--- config.mk ---
export PLATFORM = sky130hd
export DESIGN_NAME = fetch_unit_flat
export DESIGN_NICKNAME = d
export VERILOG_FILES = /design/src/rtl/fetch_if.sv /design/src/rtl/fetch_unit.sv /design/src/flat_wrapper.sv
export SDC_FILE = /design/constraint.sdc
export NUM_CORES = 1
export LEC_CHECK = 0
export ABC_AREA = 1
export CORE_MARGIN = 2
export CORE_UTILIZATION = 40
export DETAILED_ROUTE_END_ITERATION = 10
export HOLD_SLACK_MARGIN = 0.06
export PLACE_DENSITY = 0.74
export SETUP_SLACK_MARGIN = 0.15
export SLEW_MARGIN = 25
export SYNTH_ARGS = -nofsm -noshare
export SYNTH_HDL_FRONTEND = slang
export SYNTH_SLANG_ARGS = --single-unit
--- constraint.sdc ---
create_clock -name clk -period 3.7 [get_ports clk]
set_input_delay 1.11 -clock clk [delete_from_list [all_inputs] [get_ports clk]]
set_output_delay 1.11 -clock clk [all_outputs]
set_load 0.01 [all_outputs]
--- src/rtl/fetch_if.sv ---
// Fetch unit bus bundle: instruction-memory read port, redirect request and
// the decode-side valid/ready handshake.
interface fetch_if #(
    parameter int IMEM_WORDS = 64
);
    localparam int AW = $clog2(IMEM_WORDS);

    logic          imem_req;
    logic [AW-1:0] imem_addr;
    logic [31:0]   imem_rdata;
    logic          redirect_valid;
    logic [31:0]   redirect_pc;
    logic          dec_valid;
    logic          dec_ready;
    logic [31:0]   dec_instr;
    logic [31:0]   dec_pc;

    modport master (
        output imem_req,
        output imem_addr,
        input  imem_rdata,
        input  redirect_valid,
        input  redirect_pc,
        output dec_valid,
        input  dec_ready,
        output dec_instr,
        output dec_pc
    );

    modport slave (
        input  imem_req,
        input  imem_addr,
        output imem_rdata,
        output redirect_valid,
        output redirect_pc,
        input  dec_valid,
        output dec_ready,
        input  dec_instr,
        input  dec_pc
    );
endinterface

--- src/rtl/fetch_unit.sv ---
// Instruction fetch unit: walks the PC through a word-indexed instruction
// memory, queues fetched words in a 2-entry FIFO toward decode, halts on an
// all-zero instruction word and restarts on a redirect.
module fetch_unit #(
    parameter logic [31:0] RESET_PC   = 32'h0000_0000,
    parameter int          IMEM_WORDS = 64
) (
    input  logic        clk,
    input  logic        rst_n,
    input  logic        start,
    fetch_if.master     bus,
    output logic        halted,
    output logic [31:0] retire_count
);
    localparam int AW = $clog2(IMEM_WORDS);
    // Byte-address bits that may be nonzero: the index field only, word aligned.
    localparam logic [31:0] PC_MASK = (32'(IMEM_WORDS) << 2) - 32'd4;

    typedef enum logic [1:0] {IDLE, RUN, HALT} state_t;

    state_t      state;
    state_t      state_nxt;
    logic [31:0] pc;
    logic [1:0]  occ;
    logic        wr_ptr;
    logic        rd_ptr;
    logic [31:0] fifo_instr [2];
    logic [31:0] fifo_pc    [2];
    logic        fetch;
    logic        push;
    logic        pop;
    logic        halt_hit;

    // Next state and per-cycle fetch/push/pop decisions; redirect overrides all.
    always_comb begin
        state_nxt = state;
        fetch     = 1'b0;
        push      = 1'b0;
        halt_hit  = 1'b0;
        pop       = 1'b0;

        fetch    = (state == RUN) && (occ != 2'd2) && !bus.redirect_valid;
        push     = fetch && (bus.imem_rdata != 32'h0);
        halt_hit = fetch && (bus.imem_rdata == 32'h0);
        pop      = (occ != 2'd0) && bus.dec_ready && !bus.redirect_valid;

        if (bus.redirect_valid) begin
            state_nxt = RUN;
        end else begin
            case (state)
                IDLE:    if (start) state_nxt = RUN;
                RUN:     if (halt_hit) state_nxt = HALT;
                default: state_nxt = state;
            endcase
        end
    end

    // State register.
    always_ff @(posedge clk or negedge rst_n) begin
        if (!rst_n) state <= IDLE;
        else        state <= state_nxt;
    end

    // PC: advances only when a word is actually queued, so a halting fetch
    // leaves it pointing at the zero word.
    always_ff @(posedge clk or negedge rst_n) begin
        if (!rst_n)                  pc <= RESET_PC & PC_MASK;
        else if (bus.redirect_valid) pc <= bus.redirect_pc & PC_MASK;
        else if (push)               pc <= (pc + 32'd4) & PC_MASK;
    end

    // FIFO control: pointers and occupancy; a redirect empties the queue.
    always_ff @(posedge clk or negedge rst_n) begin
        if (!rst_n) begin
            occ    <= 2'd0;
            wr_ptr <= 1'b0;
            rd_ptr <= 1'b0;
        end else if (bus.redirect_valid) begin
            occ    <= 2'd0;
            wr_ptr <= 1'b0;
            rd_ptr <= 1'b0;
        end else begin
            if (push) wr_ptr <= ~wr_ptr;
            if (pop)  rd_ptr <= ~rd_ptr;
            occ <= occ + {1'b0, push} - {1'b0, pop};
        end
    end

    // FIFO storage: data only, validity is tracked by occupancy.
    always_ff @(posedge clk) begin
        if (push) begin
            fifo_instr[wr_ptr] <= bus.imem_rdata;
            fifo_pc[wr_ptr]    <= pc;
        end
    end

    // Count of entries handed to decode; wraps naturally at 2^32.
    always_ff @(posedge clk or negedge rst_n) begin
        if (!rst_n)   retire_count <= 32'd0;
        else if (pop) retire_count <= retire_count + 32'd1;
    end

    assign bus.imem_req  = fetch;
    assign bus.imem_addr = pc[AW+1:2];
    assign bus.dec_valid = (occ != 2'd0);
    assign bus.dec_instr = fifo_instr[rd_ptr];
    assign bus.dec_pc    = fifo_pc[rd_ptr];
    assign halted        = (state == HALT);
endmodule
--- src/flat_wrapper.sv ---
// flat-port wrapper written by rule: the top's interface ports become plain ports
module fetch_unit_flat 
#(
    parameter logic [31:0] RESET_PC   = 32'h0000_0000,
    parameter int          IMEM_WORDS = 64
)
  (clk, rst_n, start, halted, retire_count, bus_imem_req, bus_imem_addr, bus_imem_rdata, bus_redirect_valid, bus_redirect_pc, bus_dec_valid, bus_dec_ready, bus_dec_instr, bus_dec_pc);
  fetch_if #(.IMEM_WORDS(IMEM_WORDS)) bus_i ();
  input  logic clk;
  input  logic rst_n;
  input  logic start;
  output logic halted;
  output logic [31:0] retire_count;
  output wire logic [$bits(bus_i.imem_req)-1:0] bus_imem_req;
  output wire logic [$bits(bus_i.imem_addr)-1:0] bus_imem_addr;
  input wire logic [$bits(bus_i.imem_rdata)-1:0] bus_imem_rdata;
  input wire logic [$bits(bus_i.redirect_valid)-1:0] bus_redirect_valid;
  input wire logic [$bits(bus_i.redirect_pc)-1:0] bus_redirect_pc;
  output wire logic [$bits(bus_i.dec_valid)-1:0] bus_dec_valid;
  input wire logic [$bits(bus_i.dec_ready)-1:0] bus_dec_ready;
  output wire logic [$bits(bus_i.dec_instr)-1:0] bus_dec_instr;
  output wire logic [$bits(bus_i.dec_pc)-1:0] bus_dec_pc;
  assign bus_imem_req = bus_i.imem_req;
  assign bus_imem_addr = bus_i.imem_addr;
  assign bus_i.imem_rdata = bus_imem_rdata;
  assign bus_i.redirect_valid = bus_redirect_valid;
  assign bus_i.redirect_pc = bus_redirect_pc;
  assign bus_dec_valid = bus_i.dec_valid;
  assign bus_i.dec_ready = bus_dec_ready;
  assign bus_dec_instr = bus_i.dec_instr;
  assign bus_dec_pc = bus_i.dec_pc;
  fetch_unit #(.RESET_PC(RESET_PC), .IMEM_WORDS(IMEM_WORDS)) u_core (.clk(clk), .rst_n(rst_n), .start(start), .bus(bus_i), .halted(halted), .retire_count(retire_count));
endmodule
==> results of run 1 <==
[worst max-delay path: stages]
cell and delay [ps]:
clkdlybuf4s50_1 440, inv_2 70, nand3_1 80, nor2_2 140
clkdlybuf4s50_1 560
[layout make-up]
class                   count  area [sq um]
fillers                  1221          6260
well taps                 180           225
clock inverters            15           179
flip-flops and latches    120          3380
repair buffers            129          1280
clock buffers              17           425
inverters                  33           124
multi-input cells         455          2110
[report_power, final]
group	internal [mW]	total, mW	switching, mW
clock network	1.06	1.66	0.598
registers	1.71	1.85	0.140
logic	0.609	1.29	0.683
[flip-flops by register name (all words and copies together) (netlist names)]
name                 cells
u_core.fifo_instr       64
u_core.fifo_pc          12
u_core.occ               2
u_core.pc                6
u_core.rd_ptr            1
u_core.retire_count     32
u_core.state             2
u_core.wr_ptr            1
[worst paths after layout]
kind	slack [ps]	start	endpoint
worst max-delay path	200	bus_redirect_valid	bus_imem_req
worst min-delay path	510	u_core.wr_ptr	u_core.wr_ptr
worst max register to register	1700	u_core.state[1]	u_core.fifo_instr[1][24]
worst min register to register	510	u_core.wr_ptr	u_core.wr_ptr
max in group asynchronous	2600	rst_n	u_core.occ[0]
min in group asynchronous	710	rst_n	u_core.retire_count[26]
[synthesized netlist by cell type, types with 6 or more instances]
cell type and instances:
nor2_1 70, buf_4 27, inv_1 28, xnor2_1 10
nand2_1 254, o21ai_0 6, xor2_1 9, dfrtp_1 44
clkbuf_1 8, edfxtp_1 76, nor2_2 6, nand3_1 23
nand4_1 6, nand2_2 7
[cell families (layout without fill, tap and decap cells)]
| logic type | Yosys count | count (layout) |
|---|---|---|
| XOR/XNOR | 19 | 19 |
| buffers and inverters | 71 | 194 |
| AND/OR/NAND/NOR | 387 | 387 |
| AO/OA/AOI/OAI | 19 | 19 |
| flip-flops | 120 | 120 |
| other | 1 | 26 |
| adder cells (fa/ha/maj) | 4 | 4 |
[layer usage]
metal | global-route usage [%] | vias to the layer above | share of wire [%]
li1 | - | 2215 | -
met4 | 5.62 | 2 | 1.5
met2 | 28.9 | 145 | 49
met5 | 0 | - | 0.087
met1 | 20.6 | 2020 | 43
met3 | 5.63 | 21 | 6.6
[through the flow]
| stage | area (sq um) | power, mW |
|---|---|---|
| after global placement | 7090 | 3.15 |
| final | 7730 | 4.80 |
| after detailed placement | 7120 | 3.18 |
| after floorplan | 5850 | 2.50 |
| after CTS | 7730 | 4.85 |
| after global routing | 7730 | 5.08 |
[placed cells by master, fill, tap and decap left out, drive strengths merged, types with 6 or more instances in the layout]
master / netlist / layout
buf: 30 / 9
xor2: 9 / 9
dfrtp: 44 / 44
nand4: 6 / 6
clkbuf: 8 / 17
clkdlybuf4s50: 0 / 120
xnor2: 10 / 10
o21ai: 13 / 13
clkinv: 0 / 9
nand2: 265 / 265
conb: 1 / 26
edfxtp: 76 / 76
nand3: 24 / 24
inv: 33 / 34
nor2: 82 / 82
==> impl_summary.txt, run 1 <==
----------------------------------------------------
[Timing]
  Highest clock frequency the design can meet ... 0.286 GHz
  Number of max-slew violations in the final report ... 0
  Setup TNS ... 0 ps
  Share of the clock period used by the worst path ... 94.6%
  Setup repair after global routing missed its margin ... false
  Post-layout minimum cycle time ... 3500 ps
  Max-Slew Margin vs Limit ... 60.7%
  Final-report setup violation count ... 0
  Hold Slack ... 508 ps
  Final number of hold-violating endpoints ... 0
  Worst clock skew ... 7.89 ps
  Slew @ Worst Pin ... 589 ps
  PnR worst setup slack ... 200 ps

[Drt]
  Routed length per placed instance ... 13.2 um
  Antenna violation net count after detailed routing ... 0
  Total vias in the final route ... 4403
  Drt initial violations ... 270
  DRC errors left ... 0
  Via density ... 4.64
  Total wire length ... 12600 um
  First-pass detailed-route iteration total ... 5

[Yosys]
  Fraction of registers with async set/reset ... 36.7%
  Mean area per synthesized cell ... 9.27 sq um
  Post-synthesis share of cell area spent on xor and xnor gates ... 2.89%
  Compound-gate portion of the synthesized area ... 2.11%
  Dominant register cell in the synthesized netlist ... edfxtp_1
  Netlist Area Pre-Place ... 5760 sq um
  Number of standard cells after synthesis ... 621
  Post-synthesis cell type with the largest combined area ... edfxtp_1
  Fraction of synthesized area in multiplexers ... 0%
  Number of distinct library cells after synthesis ... 33
  Ys Warns ... 0
  #FFs+latches synth ... 120
  Area share of the leading cell type in the synthesized netlist ... 39.6%
  Sequential-to-total area share from yosys stat ... 58.8%
  Number of enable flip-flop cells after synthesis ... 76
  Synthesized-area fraction occupied by adder cells ... 0.869%
  Area share of and/or/nand/nor cells after synthesis ... 28.9%
  Top cells by area, synth ... edfxtp_1, dfrtp_1, nand2_1
  Combinational family with the most area after synthesis ... simple AND/OR/NAND/NOR gates

[Floorplan]
  Standard cell core area ... 14000 sq um
  DIE WIDTH ... 124 um
  Die Outline Area ... 15400 sq um
  Die Span Y ... 124 um
  Top-level port count ... 174
  Effective utilization at floorplan ... 41.2%
  Number of rows in the core area ... 43

[Layout]
  Fraction of final layout cells sized beyond drive strength 1 ... 9.88%
  Synth-to-Final Area Change ... 34.2%
  Fin util ... 55.2%
  Total inserted antenna cells ... 0
  Non-filler instance count after layout ... 949
  Final #Nets ... 829

[Global route]
  Total global routing overflow ... 0
  First-pass GRT wire length ... 19900 um
  Global-route total usage across every layer ... 17.1%
  Number of global-route vias before repair ... 4212
  Initial antenna violation count ... 1
  Maximum number of pins on one net before global-route repair ... 45

[CTS]
  Insertion delay of the later-clocked pin in the worst-skew pair ... 410 ps
  Number of hold buffers added after CTS ... 0
  Deepest level of the CTS H-tree ... 4
  Number of clock sinks ... 120
  Number of buffers inserted to repair setup after CTS ... 0
  Root buf cell ... clkbuf_16
  Clock tree from TritonCTS ... yes
  CTS Buffer Depth ... 2
  Post-CTS Resized ... 0
  TritonCTS Buffers ... 17
  Clock transition at the register clock pins on the worst setup and hold paths after CTS ... 50 ps

[Placement]
  Post-placement setup slack ... 207 ps
  Placed cells ... 917
  Count of buffers inserted at the top-level ports ... 121
  Post-detail-place hpwl ... 8900 um
  Final weighted congestion in routability-driven placement ... 0.881

[Critical path]
  Endpoint class of the critical path ... output pin
  Critical Path RT ... 2590 ps
  WP data arrival ... 2390 ps
  Category of the worst setup path launch point ... input port
  Worst Reg-to-Reg Cells ... 8
  Worst setup path class ... in -> out
  Largest fanout on the critical path ... 2

[Power and ir drop]
  Worst supply voltage drop on vdd ... 0.262 mV
  Power Density ... 621 nW/um^2
  Static Leakage ... 3.26 nW

[Min path]
  Hold Crit Depth ... 2
  Path type of the worst min-delay path ... reg -> reg

[Status]
  Result of the run ... finished clean

[Flow run]
  Max-capacitance violation count ... 0

----------------------------------------------------
No activity file was read; power rests on OpenSTA's default activity.
==> run 2, diff against run 1 <==
- CORE_UTILIZATION: 40 -> 47
- PLACE_DENSITY: 0.74 -> 0.84
==> run 2 against run 1 <==
Effect of this change:
- register-to-register slack better by 20 ps
- non-clock buffer count is 2 lower
- critical path type unchanged
- core utilization increased by 9.0 points
==> impl_summary.txt, run 2 (same netlist as run 1, synthesis figures left out) <==
----------------------------------------------------
[Status]
  Result of the run ... finished clean

[Timing]
  Number of max-slew violations in the final report ... 0
  Final-report setup violation count ... 0
  Setup TNS ... 0 ps
  Final number of hold-violating endpoints ... 0
  Slew @ Worst Pin ... 625 ps
  Post-layout minimum cycle time ... 3340 ps
  Max-Slew Margin vs Limit ... 58.2%
  Share of the clock period used by the worst path ... 90.3%
  Worst clock skew ... 7.57 ps
  Setup repair after global routing missed its margin ... false
  Highest clock frequency the design can meet ... 0.299 GHz

[Floorplan]
  Die Outline Area ... 13200 sq um
  DIE WIDTH ... 115 um
  Die Span Y ... 115 um
  Standard cell core area ... 12000 sq um
  Top-level port count ... 174
  Number of rows in the core area ... 40
  Effective utilization at floorplan ... 48.1%

[Flow run]
  Max-capacitance violation count ... 0

[Global route]
  Maximum number of pins on one net before global-route repair ... 45
  Number of global-route vias before repair ... 4615
  Total global routing overflow ... 0
  Initial antenna violation count ... 0
  Global-route total usage across every layer ... 21.7%
  First-pass GRT wire length ... 21800 um

[Critical path]
  Delay of the slowest critical-path stage ... 450 ps
  Worst r2r dst ... u_core.fifo_pc[1][6]
  Gate family responsible for the most delay along the worst path ... buffers and inverters
  Series of cell instances along the critical path ... clkdlybuf4s50_1, inv_2, nand3_1, nor2_2, dlygate4sd2_1
  Worst setup path class ... in -> out
  Category of the worst setup path launch point ... input port
  Standard cell with the maximum stage delay on the critical path ... clkdlybuf4s50_1
  WP data arrival ... 2230 ps
  Endpoint class of the critical path ... output pin
  Worst R2R Setup Slack ... 1720 ps
  Critical Path RT ... 2590 ps
  Worst Reg-to-Reg Cells ... 6
  Launch point of the worst reg-to-reg path ... u_core.state[1]
  Largest fanout on the critical path ... 2
  CP Buf/Inv Count ... 3

[CTS]
  Root buf cell ... clkbuf_16
  TritonCTS Buffers ... 17
  Deepest level of the CTS H-tree ... 4
  Number of hold buffers added after CTS ... 0
  Clock transition at the register clock pins on the worst setup and hold paths after CTS ... 50 ps
  Insertion delay of the later-clocked pin in the worst-skew pair ... 410 ps
  CTS Buffer Depth ... 2
  Clock tree from TritonCTS ... yes
  Number of clock sinks ... 120

[Drt]
  Via density ... 5.03
  First-pass detailed-route iteration total ... 5
  DRC errors left ... 0
  Routed length per placed instance ... 14.7 um
  Total wire length ... 13400 um
  Total vias in the final route ... 4600
  Drt initial violations ... 344
  Antenna violation net count after detailed routing ... 0

[Power and ir drop]
  Pwr Total ... 4.84 mW
  Relative contribution of the clock network to total power ... 34.7%
  Power dissipated by switching net loads ... 1.40 mW
  Sw frac ... 28.9%
  Cell internal pwr ... 3.45 mW
  Worst supply voltage drop on vdd ... 0.260 mV
  Static Leakage ... 3.26 nW
  Combinational group share of total power ... 27.0%
  Power Density ... 630 nW/um^2
  Relative contribution of sequential cells to total power ... 38.3%

[Layout]
  Fraction of final layout cells sized beyond drive strength 1 ... 9.26%
  Most common cell after layout, fill and taps aside ... nand2_1
  Total inserted antenna cells ... 0
  Layout Cell Area excl Fill ... 7680 sq um
  Final #Nets ... 827
  Largest register by flop count ... u_core.fifo_instr
  Synth-to-Final Area Change ... 33.4%
  Leading registers by flop count ... u_core.fifo_instr (64), u_core.retire_count (32), u_core.fifo_pc (12)
  Commonest non-fill, non-tap cells in the layout ... nand2_1, clkdlybuf4s50_1, edfxtp_1, nor2_1, dfrtp_1
  Number of flip-flops in the largest register ... 64

[Min path]
  Hold Crit Depth ... 2
  Hold_sp ... u_core.wr_ptr
  End of the worst hold path ... u_core.wr_ptr
  Path type of the worst min-delay path ... reg -> reg

[Placement]
  Count of buffers inserted at the top-level ports ... 121
  Placed Instance Area ... 7040 sq um
  Final weighted congestion in routability-driven placement ... 0.913
  Post-detail-place hpwl ... 9350 um

----------------------------------------------------
-- run 2: changes by cell type in the layout (fill, tap and decap cells not counted), moves of 2 or more --
cell	delta
clkinv_4	-4
buf_8	-2
clkbuf_1	+3
clkbuf_8	+4
-- run 2: per-stage QoR --
stage          std cells  util, %  setup WS (ps)  hold WS (ps)
2_1_floorplan        646        -            686           471
3_3_place_gp         881     58.9            108           486
3_5_place_dp         881     58.9            108           501
4_1_cts              913     64.0            355           510
5_1_grt              914     64.2            303           541
6_report             914     64.2            359           504
-- run 2: how the worst max path moves through the flow --
stage                     slack, ps               start                       to  cells after the start
after floorplan                 690  bus_redirect_valid  u_core.fifo_instr[1][0]                      5
final                           360  bus_redirect_valid             bus_imem_req                      5
after global placement          110  bus_redirect_valid             bus_imem_req                      5
after detailed placement        110  bus_redirect_valid             bus_imem_req                      5
after CTS                       350  bus_redirect_valid             bus_imem_req                      5
after global routing            300  bus_redirect_valid             bus_imem_req                      5
-- run 2: area by class of cell --
cell class / count / area, sq um
Inverter: 33 / 124
Sequential cell: 120 / 3380
Timing Repair Buffer: 127 / 1270
Fill cell: 939 / 4280
Clock buffer: 24 / 492
Multi-Input combinational cell: 455 / 2110
Tap cell: 147 / 184
Clock inverter: 8 / 120
-- run 2: tightest hold or removal path, delay by kind of cell, from the launching register on --
kind	cells	cell delay, ps
simple gates	2	140
flops	1	330
-- run 2: per-layer routing --
layer,vias up,track usage (%),wire (um)
met5,-,0,0
met4,0,9.11,266
met3,29,6.09,1040
met2,194,36.4,6700
met1,2161,26.3,5450
li1,2216,-,-
-- run 2: timing repair --
action / 4_1_cts / 5_1_grt
buffers inserted: 0 / 0
gates resized for setup: 1 / 0
setup endpoints to repair: 1 / 0
-- run 2: power by group through the flow --
stage                     combinational, mW  clock [mW]  sequential, mW
after CTS                              1.30        1.71            1.85
after detailed placement               1.30           0            1.87
after global routing                   1.44        1.77            1.88
final                                  1.31        1.68            1.85
after floorplan                       0.634           0            1.87
after global placement                 1.25           0            1.86
